[config.mk]
export PLATFORM = sky130hd
export DESIGN_NAME = uart_tx_arbiter
export DESIGN_NICKNAME = d
export VERILOG_FILES = /design/src/rtl/uart_tx_arbiter_pkg.sv /design/src/rtl/uart_tx_arbiter_sync_edge_det.sv /design/src/rtl/uart_tx_arbiter.sv
export SDC_FILE = /design/constraint.sdc
export NUM_CORES = 1
export LEC_CHECK = 0
export BUFFER_PORTS_ARGS = -buffer_cell sky130_fd_sc_hd__buf_4
export CAP_MARGIN = 10
export CORE_AREA = 2 2 71 73
export CTS_CLUSTER_SIZE = 24
export DETAILED_ROUTE_END_ITERATION = 6
export DIE_AREA = 0 0 73 75
export PLACE_DENSITY = 0.77
export SLEW_MARGIN = 20
export SYNTH_ARGS = -nofsm -noshare
export SYNTH_HDL_FRONTEND = slang
export SYNTH_SLANG_ARGS = --single-unit
[constraint.sdc]
create_clock -name clk -period 1.87 [get_ports clk]
set_input_delay 0.4675 -clock clk [delete_from_list [all_inputs] [get_ports clk]]
set_output_delay 0.4675 -clock clk [all_outputs]
set_load 0.02 [all_outputs]
[src/rtl/uart_tx_arbiter_pkg.sv]
// Shared definitions for the UART transmit arbiter: state encodings,
// requester count, grant constants and the round-robin pick helper.
package uart_tx_arbiter_pkg;

   localparam int         N_REQ              = 3;
   localparam logic [1:0] GRANT_NONE         = 2'd3;
   localparam int         TIMEOUT_CYCLES_DEF = 1024;

   // One-hot FSM encoding
   typedef enum logic [5:0] {
      ST_IDLE      = 6'b000001,
      ST_LOAD      = 6'b000010,
      ST_START     = 6'b000100,
      ST_WAIT_BUSY = 6'b001000,
      ST_WAIT_DONE = 6'b010000,
      ST_NEXT      = 6'b100000
   } state_t;

   // Round-robin winner: search begins one past the previous owner and
   // wraps modulo N_REQ; GRANT_NONE when nobody is requesting.
   function automatic logic [1:0] rr_pick(input logic [N_REQ-1:0] valid,
                                          input logic [1:0]       last);
      logic [1:0] cand;
      logic [1:0] pick;
      pick = GRANT_NONE;
      cand = last;
      for (int i = 0; i < N_REQ; i++) begin
         cand = (cand >= 2'd2) ? 2'd0 : cand + 2'd1;
         if ((pick == GRANT_NONE) && valid[cand]) begin
            pick = cand;
         end
      end
      return pick;
   endfunction

endpackage

[src/rtl/uart_tx_arbiter_sync_edge_det.sv]
// Two-flop synchronizer for an asynchronous level, with single-cycle
// rise/fall pulses derived from the synchronized value only.
module sync_edge_det (
   input  logic clk,
   input  logic rst_n,
   input  logic din,
   output logic dout,
   output logic rise,
   output logic fall
);

   logic meta;
   logic sync;
   logic prev;

   // Synchronizer chain plus one history flop for edge detection
   always_ff @(posedge clk or negedge rst_n) begin
      if (!rst_n) begin
         meta <= 1'b0;
         sync <= 1'b0;
         prev <= 1'b0;
      end else begin
         meta <= din;
         sync <= meta;
         prev <= sync;
      end
   end

   assign dout = sync;
   assign rise = sync & ~prev;
   assign fall = ~sync & prev;

endmodule

[src/rtl/uart_tx_arbiter.sv]
// Packet-granular round-robin arbiter feeding bytes from three requesters
// to a single UART transmitter, with a watchdog on the busy handshake and
// on the gap between bytes of a packet.
module uart_tx_arbiter
   import uart_tx_arbiter_pkg::*;
#(
   parameter int TIMEOUT_CYCLES = TIMEOUT_CYCLES_DEF
) (
   input  logic              clk,
   input  logic              rst_n,
   input  logic [N_REQ-1:0]  req_valid,
   input  logic [8*N_REQ-1:0] req_data,
   input  logic [N_REQ-1:0]  req_last,
   output logic [N_REQ-1:0]  req_ack,
   output logic [7:0]        txd_data,
   output logic              txd_en_go,
   input  logic              txd_busy,
   output logic [1:0]        grant_id,
   output logic              timeout_err
);

   localparam logic [15:0] WD_LAST = 16'(TIMEOUT_CYCLES - 1);

   state_t      state_q, state_d;
   logic [1:0]  owner_q, owner_d;
   logic [1:0]  last_owner_q, last_owner_d;
   logic        last_flag_q;
   logic [7:0]  txd_data_q;
   logic [15:0] wdog_q;

   logic        busy_s, busy_rise, busy_fall;
   logic        load_en;
   logic        wd_hit;
   logic        owner_valid;
   logic [7:0]  owner_byte;
   logic        owner_last;

   sync_edge_det u_busy_sync (
      .clk   (clk),
      .rst_n (rst_n),
      .din   (txd_busy),
      .dout  (busy_s),
      .rise  (busy_rise),
      .fall  (busy_fall)
   );

   // Select the current owner's byte, last flag and valid
   always_comb begin
      owner_byte  = 8'd0;
      owner_last  = 1'b0;
      owner_valid = 1'b0;
      case (owner_q)
         2'd0: begin
            owner_byte  = req_data[7:0];
            owner_last  = req_last[0];
            owner_valid = req_valid[0];
         end
         2'd1: begin
            owner_byte  = req_data[15:8];
            owner_last  = req_last[1];
            owner_valid = req_valid[1];
         end
         2'd2: begin
            owner_byte  = req_data[23:16];
            owner_last  = req_last[2];
            owner_valid = req_valid[2];
         end
         default: begin
            owner_byte  = 8'd0;
            owner_last  = 1'b0;
            owner_valid = 1'b0;
         end
      endcase
   end

   // Next-state and output decode; watchdog expiry beats any other event
   always_comb begin
      state_d      = state_q;
      owner_d      = owner_q;
      last_owner_d = last_owner_q;
      req_ack      = '0;
      txd_en_go    = 1'b0;
      timeout_err  = 1'b0;
      load_en      = 1'b0;
      wd_hit       = (wdog_q == WD_LAST);
      case (state_q)
         ST_IDLE: begin
            if (!busy_s && (|req_valid)) begin
               owner_d = rr_pick(req_valid, last_owner_q);
               state_d = ST_LOAD;
            end
         end
         ST_LOAD: begin
            req_ack = 3'b001 << owner_q;
            load_en = 1'b1;
            state_d = ST_START;
         end
         ST_START: begin
            txd_en_go = 1'b1;
            state_d   = ST_WAIT_BUSY;
         end
         ST_WAIT_BUSY: begin
            if (wd_hit) begin
               timeout_err  = 1'b1;
               last_owner_d = owner_q;
               owner_d      = GRANT_NONE;
               state_d      = ST_IDLE;
            end else if (busy_rise) begin
               state_d = ST_WAIT_DONE;
            end
         end
         ST_WAIT_DONE: begin
            if (busy_fall) begin
               if (last_flag_q) begin
                  last_owner_d = owner_q;
                  owner_d      = GRANT_NONE;
                  state_d      = ST_IDLE;
               end else begin
                  state_d = ST_NEXT;
               end
            end
         end
         ST_NEXT: begin
            if (wd_hit) begin
               timeout_err  = 1'b1;
               last_owner_d = owner_q;
               owner_d      = GRANT_NONE;
               state_d      = ST_IDLE;
            end else if (owner_valid) begin
               state_d = ST_LOAD;
            end
         end
         default: begin
            owner_d = GRANT_NONE;
            state_d = ST_IDLE;
         end
      endcase
   end

   // Control registers: state, current owner and round-robin pointer
   always_ff @(posedge clk or negedge rst_n) begin
      if (!rst_n) begin
         state_q      <= ST_IDLE;
         owner_q      <= GRANT_NONE;
         last_owner_q <= 2'd2;
      end else begin
         state_q      <= state_d;
         owner_q      <= owner_d;
         last_owner_q <= last_owner_d;
      end
   end

   // Byte and last flag latched on leaving LOAD, held until the next LOAD
   always_ff @(posedge clk or negedge rst_n) begin
      if (!rst_n) begin
         txd_data_q  <= 8'd0;
         last_flag_q <= 1'b0;
      end else if (load_en) begin
         txd_data_q  <= owner_byte;
         last_flag_q <= owner_last;
      end
   end

   // Watchdog restarts on every state change and runs in WAIT_BUSY/NEXT
   always_ff @(posedge clk or negedge rst_n) begin
      if (!rst_n) begin
         wdog_q <= 16'd0;
      end else if (state_d != state_q) begin
         wdog_q <= 16'd0;
      end else if ((state_q == ST_WAIT_BUSY) || (state_q == ST_NEXT)) begin
         wdog_q <= wdog_q + 16'd1;
      end
   end

   assign txd_data = txd_data_q;
   assign grant_id = owner_q;

endmodule

# After elaboration in Yosys (flattened, before gate mapping)

Index checks and enable logic that the tools add are counted.

Add/subtract/negate cells: 4
$lt $le $gt $ge: 6
Eq/ne operators: 16
Shifts and indexed selects: 1
Multiplexer cells: 43
Bitwise logic cells: 5
Reduce and logical (&&, ||, !) cells: 13

Operators by type and width:

| cell                                                                 | number |
|---|---|
| 6-bit 2-to-1 mux                                                     | 7 |
| 6-bit case mux with 6 select lines                                   | 1 |
| 2-bit 2-to-1 mux                                                     | 17 |
| 16-bit 2-to-1 mux                                                    | 2 |
| 8-bit case mux with 3 select lines                                   | 1 |
| 16-bit by 1-bit adder with 16-bit output, second input constant      | 1 |
| 16-bit by 10-bit == test with 1-bit output, second input constant    | 1 |
| 2-bit by 3-bit < comparator with 1-bit output, second input constant | 3 |
| 2-bit case mux with 4 select lines                                   | 1 |
| 1-bit 2-to-1 mux                                                     | 7 |
| 2-bit by 1-bit adder with 2-bit output, second input constant        | 3 |
| 1-bit binary-select mux with 2-bit select                            | 3 |
| 2-bit == test, second input constant                                 | 3 |
| 6-bit by 1-bit == test with 1-bit output, second input constant      | 1 |
| 6-bit by 2-bit == test with 1-bit output, second input constant      | 1 |
| 6-bit by 3-bit == test with 1-bit output, second input constant      | 1 |
| 6-bit by 4-bit == test with 1-bit output, second input constant      | 1 |
| 6-bit by 5-bit == test with 1-bit output, second input constant      | 1 |
| 6-bit == test, second input constant                                 | 1 |
| 2-bit greater-or-equal comparator, second input constant             | 3 |
| 2-bit != test, second input constant                                 | 3 |
| 6-bit != test                                                        | 1 |
| 1-bit case mux with 3 select lines                                   | 2 |
| 5-bit AND reduction                                                  | 1 |
| 15 further kinds                                                     | 22 |

Register bits: 38
Bits of input ports: 33
Output and inout bits: 15
Logic and storage cells: 97

# Depth between registers and ports, before layout

Gate-level depths: netlist (run 1).

Depth after elaboration: 17
Gate-level depth with buffers: 7

# By module

From an unflattened synthesis (run 1), not the netlist that was laid out.

Cell total of the unflattened synthesis: 232
Area, all modules: 2227.1 um^2

Modules (own cells, without submodules):

| module          | times used | cells each | area each (um^2) | seq. area each (um^2) |
|---|---|---|---|---|
| uart_tx_arbiter | 1          | 227        | 2137.0           | 880.8 |
| sync_edge_det   | 1          | 5          | 90.1             | 75.1 |

# Worst setup path before layout (run 1)

OpenSTA, ideal clock, no wires.

Path type: register -> output
Start point: register owner_q[0] (netlist: grant_id[0])
End point: output req_ack[1]
Arrival time: 1.868 ns
Path slack: -0.465 ns
Cell stages (with the launch flop): 5
Cell sequence: dfstp_2 clkbuf_1 buf_1 inv_1 nor3_1

Cells in the longest elaborated chain, start to end: 2

Ends and longest elaborated chain:

| what                                        | line                   | source |
|---|---|---|
| start, declared                             | uart_tx_arbiter.sv:25  | `logic [1:0] owner_q, owner_d;` |
| start signal, assigned                      | uart_tx_arbiter.sv:148 | `owner_q <= owner_d;` |
| 1-bit by 2-bit << shifter with 3-bit output | uart_tx_arbiter.sv:94  | `req_ack = 3'b001 << owner_q;` |
| 3-bit 2-to-1 mux                            | uart_tx_arbiter.sv:86  | `case (state_q)` |
| end, declared                               | uart_tx_arbiter.sv:14  | `output logic [N_REQ-1:0] req_ack,` |

Every way passes these cells.

# Worst setup path after layout (run 1)

Start point: register wdog_q[15]
End point: output timeout_err

Cells in the longest elaborated chain, start to end: 3

Ends and longest elaborated chain:

| what                                       | line                                           | source |
|---|---|---|
| start, declared                            | uart_tx_arbiter.sv:29                          | `logic [15:0] wdog_q;` |
| start signal, assigned                     | uart_tx_arbiter.sv:171                         | `wdog_q <= wdog_q + 16'd1;` |
| 16-bit by 10-bit == test with 1-bit output | uart_tx_arbiter.sv:85                          | `wd_hit = (wdog_q == WD_LAST);` |
| 1-bit 2-to-1 mux                           | uart_tx_arbiter.sv:103, uart_tx_arbiter.sv:124 |  |
| 1-bit 2-to-1 mux                           | --                                             |  |
| end, declared                              | uart_tx_arbiter.sv:19                          | `output logic timeout_err` |

Every way passes these cells.

==> flow_summary.ini, run 1 <==
[place]
gp_congestion = 0.8625
hpwlAfterDp_um = 3952
io_buffer_count = 47

[layout]
syn_to_final_growth_pct = 42.18
nets = 344
fin_util_pct = 67.33
fill_cells = 346
diodes = 0
layout-drive-gt1-share_pct = 38.19

[sta]
rsz0062_at_grt = true
worstMarginPinSlew_ns = 0.4899
finalWorstSetupSlack_ns = -0.4507
finalCriticalPeriod_ns = 2.321
fin_setup_tns_ns = -4.066
fmax_ghz = 0.4309
hold_violations = 0
slew_viol_final = 0
finClkSkew_ns = 0.005118
finalSetupViolCount = 25
timing.final.crit_share_pct = 124.1
slew_headroom_pct = 67.34

[synth]
yosys.area_share.adder_pct = 0.5669
synth_top_flop_cell = dfrtp_1
synthCells = 231
synth.area.mux_share_pct = 6.519
yosys.area.top_type_share_pct = 38.55
seq_area_frac_synth_pct = 43.31
yosys_warnings = 0
yosys.area_share.simple_pct = 22.34
syn_area_per_cell_um2 = 9.555
synth_area_mm2 = 0.002207
synth_top_family_by_area = simple AND/OR/NAND/NOR gates
synth_compound_area_share_pct = 19.05
synth_area_leaders = dfrtp_1, mux2i_1, dfstp_2
synthXorXnorAreaFrac_pct = 3.912
ys_types = 50
synth_edf_count = 0
yosysTopAreaCell = dfrtp_1
postSynthNetCount = 265
ys_ff_latch = 38
async_reset_ff_share_pct = 100.0

[drt]
wl_per_cell_um = 15.58
firstDrtPassIters = 4
drt-total-wl_um = 5657
initialDrtViolationCount = 209
post-route-drc-count = 0
via_per_inst = 5.807
ant_nets = 0
vias = 2108

[setup_path]
crit_chain = or4_4 -> or4_4 -> nor2_4 -> buf_6
cp_common_cell = or4_4
crit_path_max_incr_delay_ns = 0.53
criticalPathCategory = reg -> out
critPathMaxFanout = 2
cp.required_ns = 1.40
crit_family = simple AND/OR/NAND/NOR gates
critPathBufInv = 1
end_kind = output pin
slowest_stage = or4_4
critPathLaunchType = flop
critical_path_arrival_ns = 1.85

[floorplan]
core_mm2 = 0.004661
start_util_pct = 47.36
die_area_mm2 = 0.005475
die_w_um = 73
std_cell_rows = 25
num_io_pins = 48
die_h_um = 75

[power_and_ir_drop]
p_per_area_mw_per_mm2 = 968.7
leakage_uw = 0.001493
power_uw = 3040
ir_worst_vdd_v = 0.0006694

[clock_tree]
clk_pin_slew_worst_paths_ns = 0.07
clock_latency_ns = 0.29
cts-buffers-inserted = 5
cts_tree = done
htreeDepth = 2
clock_path_buffers = 2
cts-root-buf = clkbuf_8
cts.sinks = 38

[status]
violations = setup timing
status = finished with violations

[grt]
grt_util_all_layers_pct = 21.78
grt-ovfl-total = 0
antenna_found_initial = 0
first_global_vias = 1913
grt_pass1_wl_um = 9142
grt_max_degree = 39

[worst_hold_path]
hold_class = in -> async

[flow_run]
cap_viol_max_count = 0
## sequential cells by signal (all words and copies together) (netlist names)
register / count
state_q: 6
last_flag_q: 1
u_busy_sync.dout: 1
txd_data: 8
wdog_q: 16
last_owner_q: 2
u_busy_sync.prev: 1
u_busy_sync.meta: 1
grant_id: 2
## synth_stat cells (2+ instances only)
cell and instances:
o21ai_0 16, nand4_1 8, o211ai_1 2, buf_2 4, and2_1 2, or4_1 7, nand4bb_1 2, or3_1 4
xor2_1 8, nor4b_1 2, a22oi_1 6, nor2_1 13, nand3b_1 3, nand2b_1 2, o211a_1 2, dfstp_2 4
nand2_1 21, dfrtp_1 34, a22oi_2 2, nor3_1 5, mux2i_1 11, clkbuf_1 8, inv_1 8, a211oi_1 2
nor3b_1 3, o31ai_1 4, nand3_1 2, a21oi_1 18, mux2_2 3, nor2b_1 2, and3_1 4
## routing by layer
layer | track usage, % | vias to the layer above | routed length, um
li1 | - | 1022 | -
met1 | 28.85 | 1009 | 2520
met2 | 35.74 | 66 | 2823
met3 | 3.614 | 11 | 196
met4 | 8.848 | 0 | 118
met5 | 0 | - | 0
## repair_timing
action | CTS | global route
pin swaps | 8 | 1
setup endpoints to repair | 25 | 28
hold buffers | 0 | 0
resized for setup | 17 | 5
gates cloned | 1 | 0
setup buffers | 5 | 3
## worst register-to-register path: cells and delay by family (launching register included)
family | cells | cell delay, ns
compound gates | 1 | 0.22
buf+inv | 1 | 0.15
mux | 1 | 0.33
simple gates | 2 | 1.01
flops | 1 | 0.38
## power by group
group | switching [uW] | internal, uW
sequential | 159 | 975
clock | 274 | 284
combinational | 684 | 664
## stage by stage
| stage | cells | area [um^2] | hold slack, ns | setup slack [ns] |
|---|---|---|---|---|
| 2_1_floorplan | 231 | 2297 | 0.1719 | -0.1350 |
| 3_5_place_dp | 348 | 2877 | 0.3416 | -0.2169 |
| 6_report | 363 | 3138 | 0.1354 | -0.4507 |
| 5_1_grt | 363 | 3138 | 0.1640 | -0.4992 |
| 4_1_cts | 360 | 3092 | 0.1470 | -0.4557 |
| 3_3_place_gp | 348 | 2877 | 0.3359 | -0.1900 |
## worst paths after layout
path / from / to / slack, ns / cells after the start
setup / recovery: wdog_q[15] / timeout_err / -0.45 / 4
hold / removal: rst_n / state_q[2] / 0.14 / 1
setup reg to reg: wdog_q[15] / last_owner_q[0] / -0.34 / 5
hold reg to reg: u_busy_sync.meta / u_busy_sync.dout / 0.36 / 0
max in group asynchronous: rst_n / state_q[5] / 1.36 / 1
min in group clk: txd_busy / u_busy_sync.meta / 0.28 / 1
## layout by cell type (no fill, tap or decap), types with 3 or more instances in the layout
cell type,count
nor2_1,12
and3_1,4
clkbuf_8,6
nor3_4,3
or4_1,4
nand2_1,21
xor2_1,8
dfstp_2,4
a22oi_1,6
nand3b_1,3
a21oi_1,18
buf_6,8
inv_1,8
o21ai_0,14
dfrtp_1,32
nand4_1,8
mux2i_1,11
buf_4,75
or4_4,3
or3_1,4
o31ai_1,4
nor3b_1,3
## area by class of cell
cell class	instances	area (um^2)	share of cell area [%]
flip-flops and latches	38	958.4	30.54
repair buffers	86	720.7	22.97
clock buffers	6	82.58	2.632
multi-input cells	171	1279	40.75
inverters	8	30.03	0.9569
well taps	54	67.56	2.153
## logic make-up (layout without fill, tap and decap cells)
kind of cell | Yosys count | after routing
compound gates | 62 | 62
fa+ha+maj | 1 | 1
simple gates | 85 | 85
xor+xnor | 9 | 9
mux | 14 | 14
buf+inv | 22 | 100
flops | 38 | 38
Power figures use the tool's default switching activity.
==> inputs of run 2 (changes only) <==
CORE_AREA = 2 2 74 76   (was 2 2 71 73)
DIE_AREA = 0 0 76 78   (was 0 0 73 75)
PLACE_DENSITY = 0.72   (was 0.77)
==> run 2 against run 1 <==
  * The run still ends with setup timing left
  * Fmax fell by 0.50%
  * Non-clock buffer count increased by 2
  * Largest power group unchanged
  * Power increased by 7.4%
  * Critical path type unchanged
  * Critical endpoint unchanged
==> flow_summary.ini, run 2 (synthesized netlist as in run 1, its figures left out) <==
[clock_tree]
hold_buffers = 0
clock_latency_ns = 0.29
clock_path_buffers = 2
htreeDepth = 2
cts.sinks = 38
clk_pin_slew_worst_paths_ns = 0.07
cts_tree = done
cts-root-buf = clkbuf_8
cts-buffers-inserted = 5

[status]
status = finished with violations
violations = setup timing

[drt]
via_per_inst = 5.499
ant_nets = 0
post-route-drc-count = 0
vias = 2106
drt-total-wl_um = 5810
firstDrtPassIters = 4
wl_per_cell_um = 15.17
initialDrtViolationCount = 185

[sta]
finalWorstSetupSlack_ns = -0.4623
finClkSkew_ns = 0.007551
worstMarginPinSlew_ns = 0.4841
fmax_ghz = 0.4288
finalCriticalPeriod_ns = 2.332
slew_viol_final = 0
finalSetupViolCount = 28
slew_headroom_pct = 67.72
rsz0062_at_grt = true
timing.final.crit_share_pct = 124.7
fin_setup_tns_ns = -6.223
hold_violations = 0

[power_and_ir_drop]
ir_worst_vdd_v = 0.0005689
leakage_uw = 0.001528
p_per_area_mw_per_mm2 = 1010

[layout]
diodes = 0
largest-register = wdog_q
fill_cells = 401
largest_register_ffs = 16
nets = 346
layout-drive-gt1-share_pct = 39.94
mostFrequentLayoutCells = buf_4, dfrtp_1, nand2_1, a21oi_1, o21ai_0
final_common_cell = buf_4
syn_to_final_growth_pct = 46.49
stdcell_area_mm2 = 0.003233

[setup_path]
end_kind = output pin
criticalPathCategory = reg -> out
critical_path_arrival_ns = 1.86
critPathMaxFanout = 2
r2r_setup_slack_ns = -0.43
critPathLaunchType = flop
cp.required_ns = 1.40

[grt]
grt_max_degree = 39
antenna_found_initial = 0
first_global_vias = 2039
grt_util_all_layers_pct = 20.19
grt-ovfl-total = 0
grt_pass1_wl_um = 9756

[floorplan]
start_util_pct = 43.77
std_cell_rows = 26
die_area_mm2 = 0.005928
core_mm2 = 0.005042
die_h_um = 78
num_io_pins = 48
die_w_um = 76

[flow_run]
cap_viol_max_count = 0

[place]
hpwlAfterDp_um = 3952
gp_congestion = 0.8255
dpl_cell_area_mm2 = 0.002884
io_buffer_count = 47

[worst_hold_path]
hold_class = in -> async
-- run 2: cell count changes in the layout (fill, tap and decap cells not counted), sizes merged --
cell / before / now
buf: 86 / 88
bufinv: 0 / 2
-- run 2: through the flow --
| stage | hold WS [ns] | util [%] | total power, uW | cells | setup WS, ns |
|---|---|---|---|---|---|
| final | 0.1296 | 64.12 | 3265 | 383 | -0.4623 |
| after detailed placement | 0.3394 | 57.20 | 2336 | 364 | -0.2036 |
| after global placement | 0.3353 | 57.20 | 2319 | 364 | -0.1814 |
| after global routing | 0.1583 | 64.12 | 3461 | 383 | -0.5190 |
| after CTS | 0.1452 | 62.38 | 3234 | 378 | -0.4512 |
| after floorplan | 0.1719 | - | 1873 | 231 | -0.1350 |
-- run 2: area by class of cell --
| class | instances | area [um^2] | share of cell area (%) |
|---|---|---|---|
| inverter | 8 | 30.03 | 0.9288 |
| timing repair buffer | 88 | 718.2 | 22.21 |
| clock inverter | 2 | 60.06 | 1.858 |
| tap | 70 | 87.58 | 2.709 |
| multi-input combinational | 171 | 1297 | 40.13 |
| clock buffer | 6 | 82.58 | 2.554 |
| sequential | 38 | 957.2 | 29.61 |
-- run 2: layer usage --
layer / up-vias / global-route usage (%) / wire (um)
met5: - / 0 / 0
met4: 0 / 7.273 / 147
met3: 12 / 3.488 / 164
met2: 45 / 34.29 / 2913
met1: 1021 / 26.08 / 2585
li1: 1028 / - / -
-- run 2: path summary, 6_finish.rpt --
path                             startpoint          endpoint  cells past startpoint
hold reg to reg            u_busy_sync.meta  u_busy_sync.dout                      0
setup / recovery                 wdog_q[15]       timeout_err                      4
hold / removal                        rst_n       txd_data[6]                      1
setup reg to reg                 wdog_q[15]   last_owner_q[1]                      7
min in group clk                   txd_busy  u_busy_sync.meta                      1
max in group asynchronous             rst_n        state_q[5]                      1
-- run 2: worst max-delay path, cell delays in order, from the launching register on --
cell and delay [ns]:
dfrtp_1 0.39, or4_4 0.54, or4_4 0.45, nor2_4 0.09, buf_6 0.12
-- run 2: timing repair --
item | in CTS | in global routing
gates cloned | 0 | 0
setup endpoints to repair | 25 | 28
resized for setup | 16 | 12
pin swaps | 7 | 3
buffers inserted | 6 | 6
-- run 2: power by group --
part | switching (uW) | internal [uW] | total, uW | leakage, uW
logic | 695 | 595 | 1290 | 0.000957
clock network | 289 | 569 | 858 | 0.0000714
registers | 143 | 974 | 1120 | 0.000500
total | 1130 | 2140 | 3270 | 0.00153
==> inputs of run 3 (changes only) <==
MAX_ROUTING_LAYER = met4   (was not set)
==> run 3 against run 2 <==
  * The flow still finishes with violations (setup timing)
  * Core utilization did not move
  * Fmax about the same
  * Clock power about the same
  * Flip-flop and latch count is the same
  * Sequential share of layout area is the same
  * Final cell count unchanged
==> flow_summary.ini, run 3 (synthesized netlist as in run 1, its figures left out) <==
[status]
status = finished with violations
violations = setup timing

[worst_hold_path]
hold_class = in -> async

[grt]
first_global_vias = 2044
grt-ovfl-total = 0
grt_max_degree = 39
antenna_found_initial = 0
grt_util_all_layers_pct = 20.76
grt_pass1_wl_um = 9777

[drt]
ant_nets = 0
firstDrtPassIters = 4
post-route-drc-count = 0
via_per_inst = 5.480
wl_per_cell_um = 15.23
drt-total-wl_um = 5833
vias = 2099
initialDrtViolationCount = 181

[sta]
worstMarginPinSlew_ns = 0.4935
finalSetupViolCount = 28
hold_violations = 0
finalCriticalPeriod_ns = 2.332
fmax_ghz = 0.4289
slew_headroom_pct = 67.10
finalWorstSetupSlack_ns = -0.4617
finClkSkew_ns = 0.008116
rsz0062_at_grt = true
slew_viol_final = 0
timing.final.crit_share_pct = 124.7

[layout]
mostFrequentLayoutCells = buf_4, dfrtp_1, nand2_1, a21oi_1, o21ai_0
ff_latch_area_um2 = 957.2
nets = 346
fin_cells = 383
multi_input_comb_area_mm2 = 0.001297
largest-register = wdog_q
final_common_cell = buf_4
largest_register_ffs = 16
layout-drive-gt1-share_pct = 39.94
fill_cells = 401
syn_to_final_growth_pct = 46.49
diodes = 0

[clock_tree]
cts_tree = done
clock_latency_ns = 0.29
clk_pin_slew_worst_paths_ns = 0.07
clock_path_buffers = 2
hold_buffers = 0
cts-root-buf = clkbuf_8
cts-buffers-inserted = 5
cts.sinks = 38
htreeDepth = 2

[setup_path]
end_kind = output pin
critPathMaxFanout = 2
critPathLaunchType = flop
cp.required_ns = 1.40
criticalPathCategory = reg -> out
critical_path_arrival_ns = 1.86

[place]
hpwlAfterDp_um = 3952
dp.cells = 364
io_buffer_count = 47
gp_congestion = 0.8379

[floorplan]
std_cell_rows = 26
die_h_um = 78
die_area_mm2 = 0.005928
die_w_um = 76
start_util_pct = 43.77
core_mm2 = 0.005042
num_io_pins = 48

[power_and_ir_drop]
p_per_area_mw_per_mm2 = 1010
leakage_uw = 0.001528
power_uw = 3264
ir_worst_vdd_v = 0.0005687

[flow_run]
cap_viol_max_count = 0
run 3: cell counts in the layout (fill, tap and decap cells not counted):
Identical to the previous run, type by type.
run 3: layout make-up:
type | instances | share of cell area (%)
clock inverters | 2 | 1.858
clock buffers | 6 | 2.554
repair buffers | 88 | 22.21
flip-flops and latches | 38 | 29.61
inverters | 8 | 0.9288
well taps | 70 | 2.709
multi-input cells | 171 | 40.13
run 3: repair_timing:
| item | 4_1_cts | 5_1_grt |
|---|---|---|
| setup buffers | 6 | 6 |
| setup endpoints to repair | 25 | 28 |
| pin swaps | 7 | 3 |
| resized for setup | 16 | 12 |
| gates cloned | 0 | 0 |
run 3: final timing paths:
kind	startpoint	to	slack [ns]	cells after the start
max	wdog_q[15]	timeout_err	-0.46	4
min	rst_n	txd_data[6]	0.13	1
max reg2reg	wdog_q[15]	last_owner_q[1]	-0.43	7
min reg2reg	u_busy_sync.meta	u_busy_sync.dout	0.35	0
max in group asynchronous	rst_n	state_q[5]	1.37	1
min in group clk	txd_busy	u_busy_sync.meta	0.28	1
run 3: layer usage:
metal	vias up	global-route usage, %	wire length, um
met5	-	-	0
met4	0	7.273	147
met3	12	3.140	161
met2	46	34.29	2920
met1	1014	26.30	2603
li1	1027	-	-
run 3: worst max-delay path: stages, from the launching register on:
cell,delay [ns]
dfrtp_1,0.39
or4_4,0.54
or4_4,0.45
nor2_4,0.09
buf_6,0.12
run 3: report_power, final:
| group | switching [uW] | leakage (uW) | internal [uW] |
|---|---|---|---|
| logic | 694 | 0.000957 | 595 |
| clock network | 290 | 0.0000714 | 569 |
| registers | 143 | 0.000500 | 973 |
| total | 1130 | 0.00153 | 2140 |
run 3: stage by stage:
stage	area, um^2	setup slack, ns	TNS, ns	util (%)	hold WS [ns]
after global placement	2884	-0.1814	-1.597	57.20	0.3353
after global routing	3233	-0.5163	-7.900	64.12	0.1610
after detailed placement	2884	-0.2036	-2.239	57.20	0.3394
after CTS	3146	-0.4512	-3.497	62.38	0.1452
final	3233	-0.4617	-6.161	64.12	0.1284
after floorplan	2297	-0.1350	-1.685	-	0.1719
